--- config.mk ---
export PLATFORM = sky130hd
export DESIGN_NAME = switch_out_allocator_6
export DESIGN_NICKNAME = d
export VERILOG_FILES = /design/src/rtl/switch_out_allocator_6.sv
export SDC_FILE = /design/constraint.sdc
export NUM_CORES = 1
export LEC_CHECK = 0
export CAP_MARGIN = 20
export CORE_AREA = 2 2 69 71
export CTS_CLUSTER_SIZE = 14
export DETAILED_ROUTE_END_ITERATION = 7
export DIE_AREA = 0 0 71 73
export HOLD_SLACK_MARGIN = 0.12
export PLACE_DENSITY_LB_ADDON = 0.15
export SLEW_MARGIN = 20
export SYNTH_ARGS = -nofsm -noshare
export SYNTH_HDL_FRONTEND = slang
export SYNTH_SLANG_ARGS = --single-unit
--- constraint.sdc ---
create_clock -name clk -period 7.71 [get_ports clk]
set_input_delay 1.542 -clock clk [delete_from_list [all_inputs] [get_ports clk]]
set_output_delay 1.542 -clock clk [all_outputs]
set_load 0.01 [all_outputs]
--- src/rtl/switch_out_allocator_6.sv ---
// Per-output-port allocator: round-robin arbitration among six inputs with a
// wormhole lock on the crossbar select that holds until the tail flit transfers.
module switch_out_allocator_6 #(
   parameter int N_IN          = 6,
   parameter int PTR_W         = 3,
   parameter int CNT_W         = 8,
   parameter int MAX_PKT_FLITS = 64
) (
   input  logic            clk,
   input  logic            rst,
   input  logic [N_IN-1:0] req,
   input  logic [N_IN-1:0] flit_valid,
   input  logic [N_IN-1:0] flit_tail,
   input  logic            out_ready,
   output logic [N_IN-1:0] mux_sel,
   output logic [N_IN-1:0] flit_accept,
   output logic            out_valid,
   output logic            busy,
   output logic            err_long_pkt
);

   typedef enum logic {IDLE, LOCKED} state_t;

   state_t              state_q, state_d;
   logic [N_IN-1:0]     mux_sel_q, mux_sel_d;
   logic                busy_q, busy_d;
   logic [PTR_W-1:0]    rr_ptr_q, rr_ptr_d;
   logic [CNT_W-1:0]    flit_cnt_q, flit_cnt_d;
   logic                err_q, err_d;

   logic                winnerValid;
   logic [PTR_W-1:0]    winnerIdx;
   logic [PTR_W:0]      scanIdx;
   logic [PTR_W-1:0]    ownerIdx;
   logic [PTR_W-1:0]    ownerNext;
   logic                transfer;
   logic                tailXfer;

   always_ff @(posedge clk or posedge rst) begin
      if (rst) begin
         state_q    <= IDLE;
         mux_sel_q  <= '0;
         busy_q     <= 1'b0;
         rr_ptr_q   <= '0;
         flit_cnt_q <= '0;
         err_q      <= 1'b0;
      end else begin
         state_q    <= state_d;
         mux_sel_q  <= mux_sel_d;
         busy_q     <= busy_d;
         rr_ptr_q   <= rr_ptr_d;
         flit_cnt_q <= flit_cnt_d;
         err_q      <= err_d;
      end
   end

   // First requester at or above the pointer, wrapping past the last input.
   always_comb begin
      winnerValid = 1'b0;
      winnerIdx   = '0;
      scanIdx     = '0;
      for (int k = 0; k < N_IN; k++) begin
         scanIdx = {1'b0, rr_ptr_q} + (PTR_W+1)'(k);
         if (scanIdx >= (PTR_W+1)'(N_IN)) begin
            scanIdx = scanIdx - (PTR_W+1)'(N_IN);
         end
         if (!winnerValid && req[scanIdx[PTR_W-1:0]]) begin
            winnerValid = 1'b1;
            winnerIdx   = scanIdx[PTR_W-1:0];
         end
      end
   end

   always_comb begin
      ownerIdx = '0;
      for (int k = 0; k < N_IN; k++) begin
         if (mux_sel_q[k]) begin
            ownerIdx = PTR_W'(k);
         end
      end
      ownerNext = (ownerIdx == PTR_W'(N_IN - 1)) ? '0 : ownerIdx + PTR_W'(1);
   end

   always_comb begin
      flit_accept = mux_sel_q & flit_valid & {N_IN{out_ready}};
      out_valid   = |(mux_sel_q & flit_valid);
      transfer    = |flit_accept;
      tailXfer    = |(flit_accept & flit_tail);
   end

   // Pointer advances only on release; the tail cycle itself never arbitrates.
   always_comb begin
      state_d    = state_q;
      mux_sel_d  = mux_sel_q;
      busy_d     = busy_q;
      rr_ptr_d   = rr_ptr_q;
      flit_cnt_d = flit_cnt_q;
      err_d      = err_q;
      case (state_q)
         IDLE: begin
            if (winnerValid) begin
               state_d    = LOCKED;
               mux_sel_d  = N_IN'(1) << winnerIdx;
               busy_d     = 1'b1;
               flit_cnt_d = '0;
            end
         end
         LOCKED: begin
            if (transfer) begin
               if (flit_cnt_q != '1) begin
                  flit_cnt_d = flit_cnt_q + CNT_W'(1);
               end
               if (!tailXfer && (flit_cnt_q >= CNT_W'(MAX_PKT_FLITS))) begin
                  err_d = 1'b1;
               end
               if (tailXfer) begin
                  state_d   = IDLE;
                  mux_sel_d = '0;
                  busy_d    = 1'b0;
                  rr_ptr_d  = ownerNext;
               end
            end
         end
         default: begin
            state_d   = IDLE;
            mux_sel_d = '0;
            busy_d    = 1'b0;
         end
      endcase
   end

   assign mux_sel      = mux_sel_q;
   assign busy         = busy_q;
   assign err_long_pkt = err_q;

endmodule

==> flow_summary.html <==
<table>
<tr><th>Metric</th><th>Value</th></tr>
<tr><th colspan="2">Outcome</th></tr>
<tr><td>Result of the run</td><td>completed</td></tr>
<tr><th colspan="2">Placement</th></tr>
<tr><td>Number of placed instances with taps included</td><td>317</td></tr>
<tr><td>Hpwl dp</td><td>3706 um</td></tr>
<tr><td>Worst Setup Slack post-DPL</td><td>3.295 ns</td></tr>
<tr><td>Cell area after placement</td><td>0.002303 mm^2</td></tr>
<tr><td>Final weighted congestion in routability-driven placement</td><td>0.8124</td></tr>
<tr><td>I/O Buffers</td><td>35</td></tr>
<tr><th colspan="2">Yosys</th></tr>
<tr><td>Post-synthesis net count</td><td>267</td></tr>
<tr><td>Number of enable-type register cells in the synthesized netlist</td><td>0</td></tr>
<tr><td>Number of warnings printed during yosys synthesis</td><td>0</td></tr>
<tr><td>Syn_area_per_cell</td><td>8.204 um^2</td></tr>
<tr><td>Synthesized instance count</td><td>237</td></tr>
<tr><td>Flip-flop and latch count after synthesis</td><td>20</td></tr>
<tr><td>Unique masters post-synth</td><td>61</td></tr>
<tr><td>Predominant post-synthesis flop cell</td><td>sky130_fd_sc_hd__dfrtp_1</td></tr>
<tr><td>Part of the Yosys area used for sequential elements</td><td>25.74%</td></tr>
<tr><td>Post-Synthesis Cell Area</td><td>0.001944 mm^2</td></tr>
<tr><td>Post-synthesis async set-or-reset flop share</td><td>100.0%</td></tr>
<tr><th colspan="2">Timing</th></tr>
<tr><td>Hold Violations, Final</td><td>0</td></tr>
<tr><td>Maximum operating frequency</td><td>226.1 MHz</td></tr>
<tr><td>Endpoints failing setup</td><td>0</td></tr>
<tr><td>Final critical-path setup slack</td><td>3.286 ns</td></tr>
<tr><td>Period Utilization, post-route</td><td>57.38%</td></tr>
<tr><td>Slew Limit Fails</td><td>0</td></tr>
<tr><td>Headroom to the max-slew limit</td><td>47.49%</td></tr>
<tr><td>Final period demand of the worst path</td><td>4.424 ns</td></tr>
<tr><td>Slew at the pin with the worst max-slew slack</td><td>0.7805 ns</td></tr>
<tr><td>Unrepaired setup endpoints after global routing</td><td>no</td></tr>
<tr><td>Setup TNS</td><td>0 ns</td></tr>
<tr><td>Clock tree skew after final layout</td><td>0.01374 ns</td></tr>
<tr><th colspan="2">Worst setup path</th></tr>
<tr><td>Worst EP required</td><td>6.17 ns</td></tr>
<tr><td>CP delay by family, top</td><td>buffers and inverters</td></tr>
<tr><td>Worst Path Class, Setup</td><td>in -&gt; out</td></tr>
<tr><td>Type of destination of the critical path</td><td>primary output</td></tr>
<tr><td>Critical Path AT</td><td>2.88 ns</td></tr>
<tr><td>Crit-path max cell delay</td><td>0.58 ns</td></tr>
<tr><td>Number of buffers and inverters on the critical path</td><td>2</td></tr>
<tr><td>Cells along the critical path</td><td>clkdlybuf4s50_1 &gt; and3_1 &gt; clkdlybuf4s50_1</td></tr>
<tr><td>Slowest stage cell on the critical path</td><td>sky130_fd_sc_hd__clkdlybuf4s50_1</td></tr>
<tr><td>Startpoint types</td><td>input pin</td></tr>
<tr><td>Critical Path Fanout Max</td><td>8</td></tr>
<tr><td>Cell mode on critical path</td><td>sky130_fd_sc_hd__clkdlybuf4s50_1</td></tr>
<tr><th colspan="2">Clocking</th></tr>
<tr><td>Gates resized, CTS repair</td><td>0</td></tr>
<tr><td>Number of setup buffers added after CTS</td><td>0</td></tr>
<tr><td>Clock Pin Slew Worst Setup and Hold Paths</td><td>0.09 ns</td></tr>
<tr><td>Total number of H-tree levels</td><td>1</td></tr>
<tr><td>Hold buffers post-CTS</td><td>0</td></tr>
<tr><td>Clock tree root driver cell</td><td>sky130_fd_sc_hd__clkbuf_8</td></tr>
<tr><td>Clock buffer count from CTS</td><td>3</td></tr>
<tr><td>CTS max path bufs</td><td>2</td></tr>
<tr><td>Worst skew pair latency</td><td>0.26 ns</td></tr>
<tr><td>Clock tree from TritonCTS</td><td>yes</td></tr>
<tr><td>Number of sinks handled by clock tree synthesis</td><td>20</td></tr>
<tr><th colspan="2">GRT</th></tr>
<tr><td>Total routing usage reported by global routing</td><td>19.78%</td></tr>
<tr><td>Pin count of the biggest net entering global routing</td><td>24</td></tr>
<tr><td>Wire length of the first global-routing pass</td><td>8362 um</td></tr>
<tr><td>Number of global-route vias before repair</td><td>1875</td></tr>
<tr><td>Initial antenna violation count</td><td>0</td></tr>
<tr><td>Total gr overflow</td><td>0</td></tr>
<tr><th colspan="2">Die</th></tr>
<tr><td>Boundary pin count</td><td>36</td></tr>
<tr><td>Y dimension of the die</td><td>73 um</td></tr>
<tr><td>Die Span X</td><td>71 um</td></tr>
<tr><td>Area of the die</td><td>0.005183 mm^2</td></tr>
<tr><td>Core footprint</td><td>0.004536 mm^2</td></tr>
<tr><td>Starting utilization of the core area</td><td>42.87%</td></tr>
<tr><td>Num rows</td><td>25</td></tr>
<tr><th colspan="2">Finish</th></tr>
<tr><td>Post-route insts no fill</td><td>321</td></tr>
<tr><td>Number of nets in the finished design</td><td>298</td></tr>
<tr><td>Number of diodes added for antenna fixing</td><td>0</td></tr>
<tr><td>Final design instance area without fill</td><td>0.002375 mm^2</td></tr>
<tr><td>Fraction of layout instances using a drive strength above 1</td><td>7.491%</td></tr>
<tr><td>Area growth from synthesis to layout</td><td>22.14%</td></tr>
<tr><th colspan="2">Pwr</th></tr>
<tr><td>Switching power of the nets</td><td>0.4429 mW</td></tr>
<tr><td>Share of total power consumed by net switching</td><td>48.28%</td></tr>
<tr><td>Power density cells</td><td>386.3 mW/mm^2</td></tr>
<tr><td>Static Leak</td><td>0.9811 nW</td></tr>
<tr><td>Post-route total power</td><td>0.9173 mW</td></tr>
<tr><td>Peak supply drop</td><td>0.1740 mV</td></tr>
<tr><td>Relative contribution of combinational cells to total power</td><td>67.5%</td></tr>
<tr><td>Cell Int Power</td><td>0.4744 mW</td></tr>
<tr><td>Part of the power in the clock network</td><td>11.5%</td></tr>
<tr><td>Proportion of power drawn by flip-flops and latches</td><td>21.0%</td></tr>
<tr><th colspan="2">Drt</th></tr>
<tr><td>Routed WL per cell</td><td>15.18 um</td></tr>
<tr><td>Antenna Violating Nets Remaining</td><td>0</td></tr>
<tr><td>Length of the first detailed-routing pass in iterations</td><td>4</td></tr>
<tr><td>Iteration-0 DRC count of the detailed router</td><td>100</td></tr>
<tr><td>Drt total wl</td><td>4874 um</td></tr>
<tr><td>Post-DR vias/cell</td><td>5.779</td></tr>
<tr><td>Total via count in the routed design</td><td>1855</td></tr>
<tr><td>Total DRC errors in the routed layout</td><td>0</td></tr>
<tr><th colspan="2">Worst hold path</th></tr>
<tr><td>Worst Hold Class</td><td>reg -&gt; reg</td></tr>
<tr><th colspan="2">Flow run</th></tr>
<tr><td>Number of maximum-capacitance constraint violations</td><td>0</td></tr>
</table>
-- stage by stage --
stage	util, %	hold slack [ns]
3_5_place_dp	50.79	0.4570
4_1_cts	52.36	0.4826
5_1_grt	52.36	0.5088
2_1_floorplan	-	0.4888
3_3_place_gp	50.79	0.4534
6_report	52.36	0.4770
-- cells in the final DEF, fill, tap and decap left out, types with 2 or more instances in the layout --
master / netlist / final
sky130_fd_sc_hd__xor2_1: 6 / 6
sky130_fd_sc_hd__o211ai_1: 2 / 2
sky130_fd_sc_hd__a21oi_2: 2 / 2
sky130_fd_sc_hd__o21ai_0: 15 / 15
sky130_fd_sc_hd__o22a_1: 2 / 2
sky130_fd_sc_hd__nand2b_1: 6 / 6
sky130_fd_sc_hd__or4_1: 2 / 2
sky130_fd_sc_hd__a31oi_1: 2 / 2
sky130_fd_sc_hd__mux2_2: 2 / 2
sky130_fd_sc_hd__nor2b_1: 4 / 4
sky130_fd_sc_hd__or2_2: 2 / 2
sky130_fd_sc_hd__o221ai_1: 2 / 2
sky130_fd_sc_hd__inv_1: 7 / 7
sky130_fd_sc_hd__dfrtp_1: 20 / 20
sky130_fd_sc_hd__o21ai_1: 3 / 3
sky130_fd_sc_hd__xnor2_1: 6 / 6
sky130_fd_sc_hd__a21o_1: 2 / 2
sky130_fd_sc_hd__ha_1: 9 / 9
sky130_fd_sc_hd__mux2i_1: 7 / 7
sky130_fd_sc_hd__nor4b_1: 2 / 2
sky130_fd_sc_hd__or2_1: 3 / 3
sky130_fd_sc_hd__nand3_1: 10 / 10
sky130_fd_sc_hd__and3_1: 10 / 10
sky130_fd_sc_hd__nand4_1: 3 / 3
sky130_fd_sc_hd__o31ai_1: 5 / 5
sky130_fd_sc_hd__and2_1: 4 / 4
sky130_fd_sc_hd__a22oi_1: 3 / 3
sky130_fd_sc_hd__clkdlybuf4s50_1: 0 / 35
sky130_fd_sc_hd__nor2_1: 16 / 16
sky130_fd_sc_hd__nor3_1: 5 / 5
sky130_fd_sc_hd__o21a_1: 2 / 2
sky130_fd_sc_hd__a21oi_1: 12 / 12
sky130_fd_sc_hd__nor4_1: 3 / 3
sky130_fd_sc_hd__nand2_1: 25 / 25
sky130_fd_sc_hd__clkbuf_8: 0 / 3
-- worst register-to-register path, cell delays in order, from the launching register on --
cell and delay [ns]:
sky130_fd_sc_hd__dfrtp_1 0.82, sky130_fd_sc_hd__inv_1 0.16, sky130_fd_sc_hd__ha_1 0.75, sky130_fd_sc_hd__mux2_2 0.41
sky130_fd_sc_hd__o211ai_1 0.31, sky130_fd_sc_hd__and2b_1 0.29, sky130_fd_sc_hd__a41oi_2 0.55, sky130_fd_sc_hd__nor2b_1 0.24
sky130_fd_sc_hd__a32o_2 0.27
-- registers in the layout (all words and copies together) (netlist names) --
register / flops
busy: 1
mux_sel: 6
err_long_pkt: 1
flit_cnt_q: 8
state_q: 1
rr_ptr_q: 3
-- logic make-up after synthesis --
kind of cell / Yosys count / share of synthesized area [%]
AND/OR/NAND/NOR: 104 / 28.89
XOR/XNOR: 12 / 5.405
adder cells (fa/ha/maj): 9 / 5.792
multiplexers: 9 / 4.762
flip-flops: 20 / 25.74
AO/OA/AOI/OAI: 67 / 25.03
buffers and inverters: 16 / 4.376
-- final cells by class --
| type | instances | area, um^2 |
|---|---|---|
| Clock inverter | 1 | 30.03 |
| Timing Repair Buffer | 35 | 350.3 |
| Tap cell | 54 | 67.56 |
| Inverter | 7 | 26.28 |
| Clock buffer | 3 | 41.29 |
| Fill cell | 441 | 2161 |
| Multi-Input combinational cell | 201 | 1359 |
| Sequential cell | 20 | 500.5 |
-- synthesized netlist by cell type (2+ instances only) --
| cell | count | area (um^2) |
|---|---|---|
| sky130_fd_sc_hd__nor4_1 | 3 | 18.77 |
| sky130_fd_sc_hd__nand2_1 | 25 | 93.84 |
| sky130_fd_sc_hd__buf_6 | 2 | 22.52 |
| sky130_fd_sc_hd__o21ai_0 | 15 | 75.07 |
| sky130_fd_sc_hd__a22oi_1 | 3 | 22.52 |
| sky130_fd_sc_hd__nand4_1 | 3 | 18.77 |
| sky130_fd_sc_hd__nor4b_1 | 2 | 17.52 |
| sky130_fd_sc_hd__a31oi_1 | 2 | 12.51 |
| sky130_fd_sc_hd__or4_1 | 2 | 15.01 |
| sky130_fd_sc_hd__and2_1 | 4 | 25.02 |
| sky130_fd_sc_hd__xnor2_1 | 6 | 52.55 |
| sky130_fd_sc_hd__and3_1 | 10 | 62.56 |
| sky130_fd_sc_hd__o21a_1 | 2 | 15.01 |
| sky130_fd_sc_hd__o22a_1 | 2 | 17.52 |
| sky130_fd_sc_hd__mux2_2 | 2 | 22.52 |
| sky130_fd_sc_hd__a21oi_2 | 2 | 17.52 |
| sky130_fd_sc_hd__buf_4 | 2 | 15.01 |
| sky130_fd_sc_hd__nor2_1 | 16 | 60.06 |
| sky130_fd_sc_hd__o21ai_1 | 3 | 15.01 |
| sky130_fd_sc_hd__o31ai_1 | 5 | 37.54 |
| sky130_fd_sc_hd__o221ai_1 | 2 | 17.52 |
| sky130_fd_sc_hd__buf_2 | 2 | 10.01 |
| sky130_fd_sc_hd__inv_1 | 7 | 26.28 |
| sky130_fd_sc_hd__dfrtp_1 | 20 | 500.5 |
| sky130_fd_sc_hd__a21oi_1 | 12 | 60.06 |
| sky130_fd_sc_hd__nor2b_1 | 4 | 25.02 |
| sky130_fd_sc_hd__xor2_1 | 6 | 52.55 |
| sky130_fd_sc_hd__or2_2 | 2 | 12.51 |
| sky130_fd_sc_hd__ha_1 | 9 | 112.6 |
| sky130_fd_sc_hd__or2_1 | 3 | 18.77 |
| sky130_fd_sc_hd__nand2b_1 | 6 | 37.54 |
| sky130_fd_sc_hd__nor3_1 | 5 | 25.02 |
| sky130_fd_sc_hd__mux2i_1 | 7 | 70.07 |
| sky130_fd_sc_hd__clkbuf_1 | 3 | 11.26 |
| sky130_fd_sc_hd__a21o_1 | 2 | 15.01 |
| sky130_fd_sc_hd__nand3_1 | 10 | 50.05 |
| sky130_fd_sc_hd__o211ai_1 | 2 | 15.01 |
-- final timing paths --
| path | to | slack [ns] | start | depth (start not counted) |
|---|---|---|---|---|
| min | err_long_pkt$_DFFE_PP0P_ | 0.48 | err_long_pkt$_DFFE_PP0P_ | 1 |
| max in group asynchronous | mux_sel[1]$_DFFE_PP0P_ | 5.49 | rst | 2 |
| max reg2reg | mux_sel[2]$_DFFE_PP0P_ | 3.81 | rr_ptr_q[0]$_DFFE_PP0P_ | 8 |
| min reg2reg | err_long_pkt$_DFFE_PP0P_ | 0.48 | err_long_pkt$_DFFE_PP0P_ | 1 |
| max | flit_accept[1] | 3.29 | out_ready | 3 |
| min in group asynchronous | flit_cnt_q[5]$_DFFE_PP0P_ | 1.72 | rst | 2 |
-- routing by layer --
metal / share of wire [%] / routed length, um / global-route usage (%) / vias up
met1: 47 / 2271 / 24.79 / 870
met4: 1.3 / 62 / 5.870 / 0
met2: 48 / 2340 / 36.03 / 45
li1: - / - / - / 936
met3: 4.1 / 199 / 1.934 / 4
met5: 0 / 0 / 0 / -
-- power by group through the flow --
stage	Combinational (mW)	Clock (mW)	Sequential, mW
2_1_floorplan	0.492	0	0.170
3_3_place_gp	0.613	0	0.195
3_5_place_dp	0.617	0	0.195
4_1_cts	0.621	0.106	0.193
5_1_grt	0.694	0.110	0.201
6_report	0.619	0.105	0.193
Note: power is estimated with default switching activity, not from simulation.
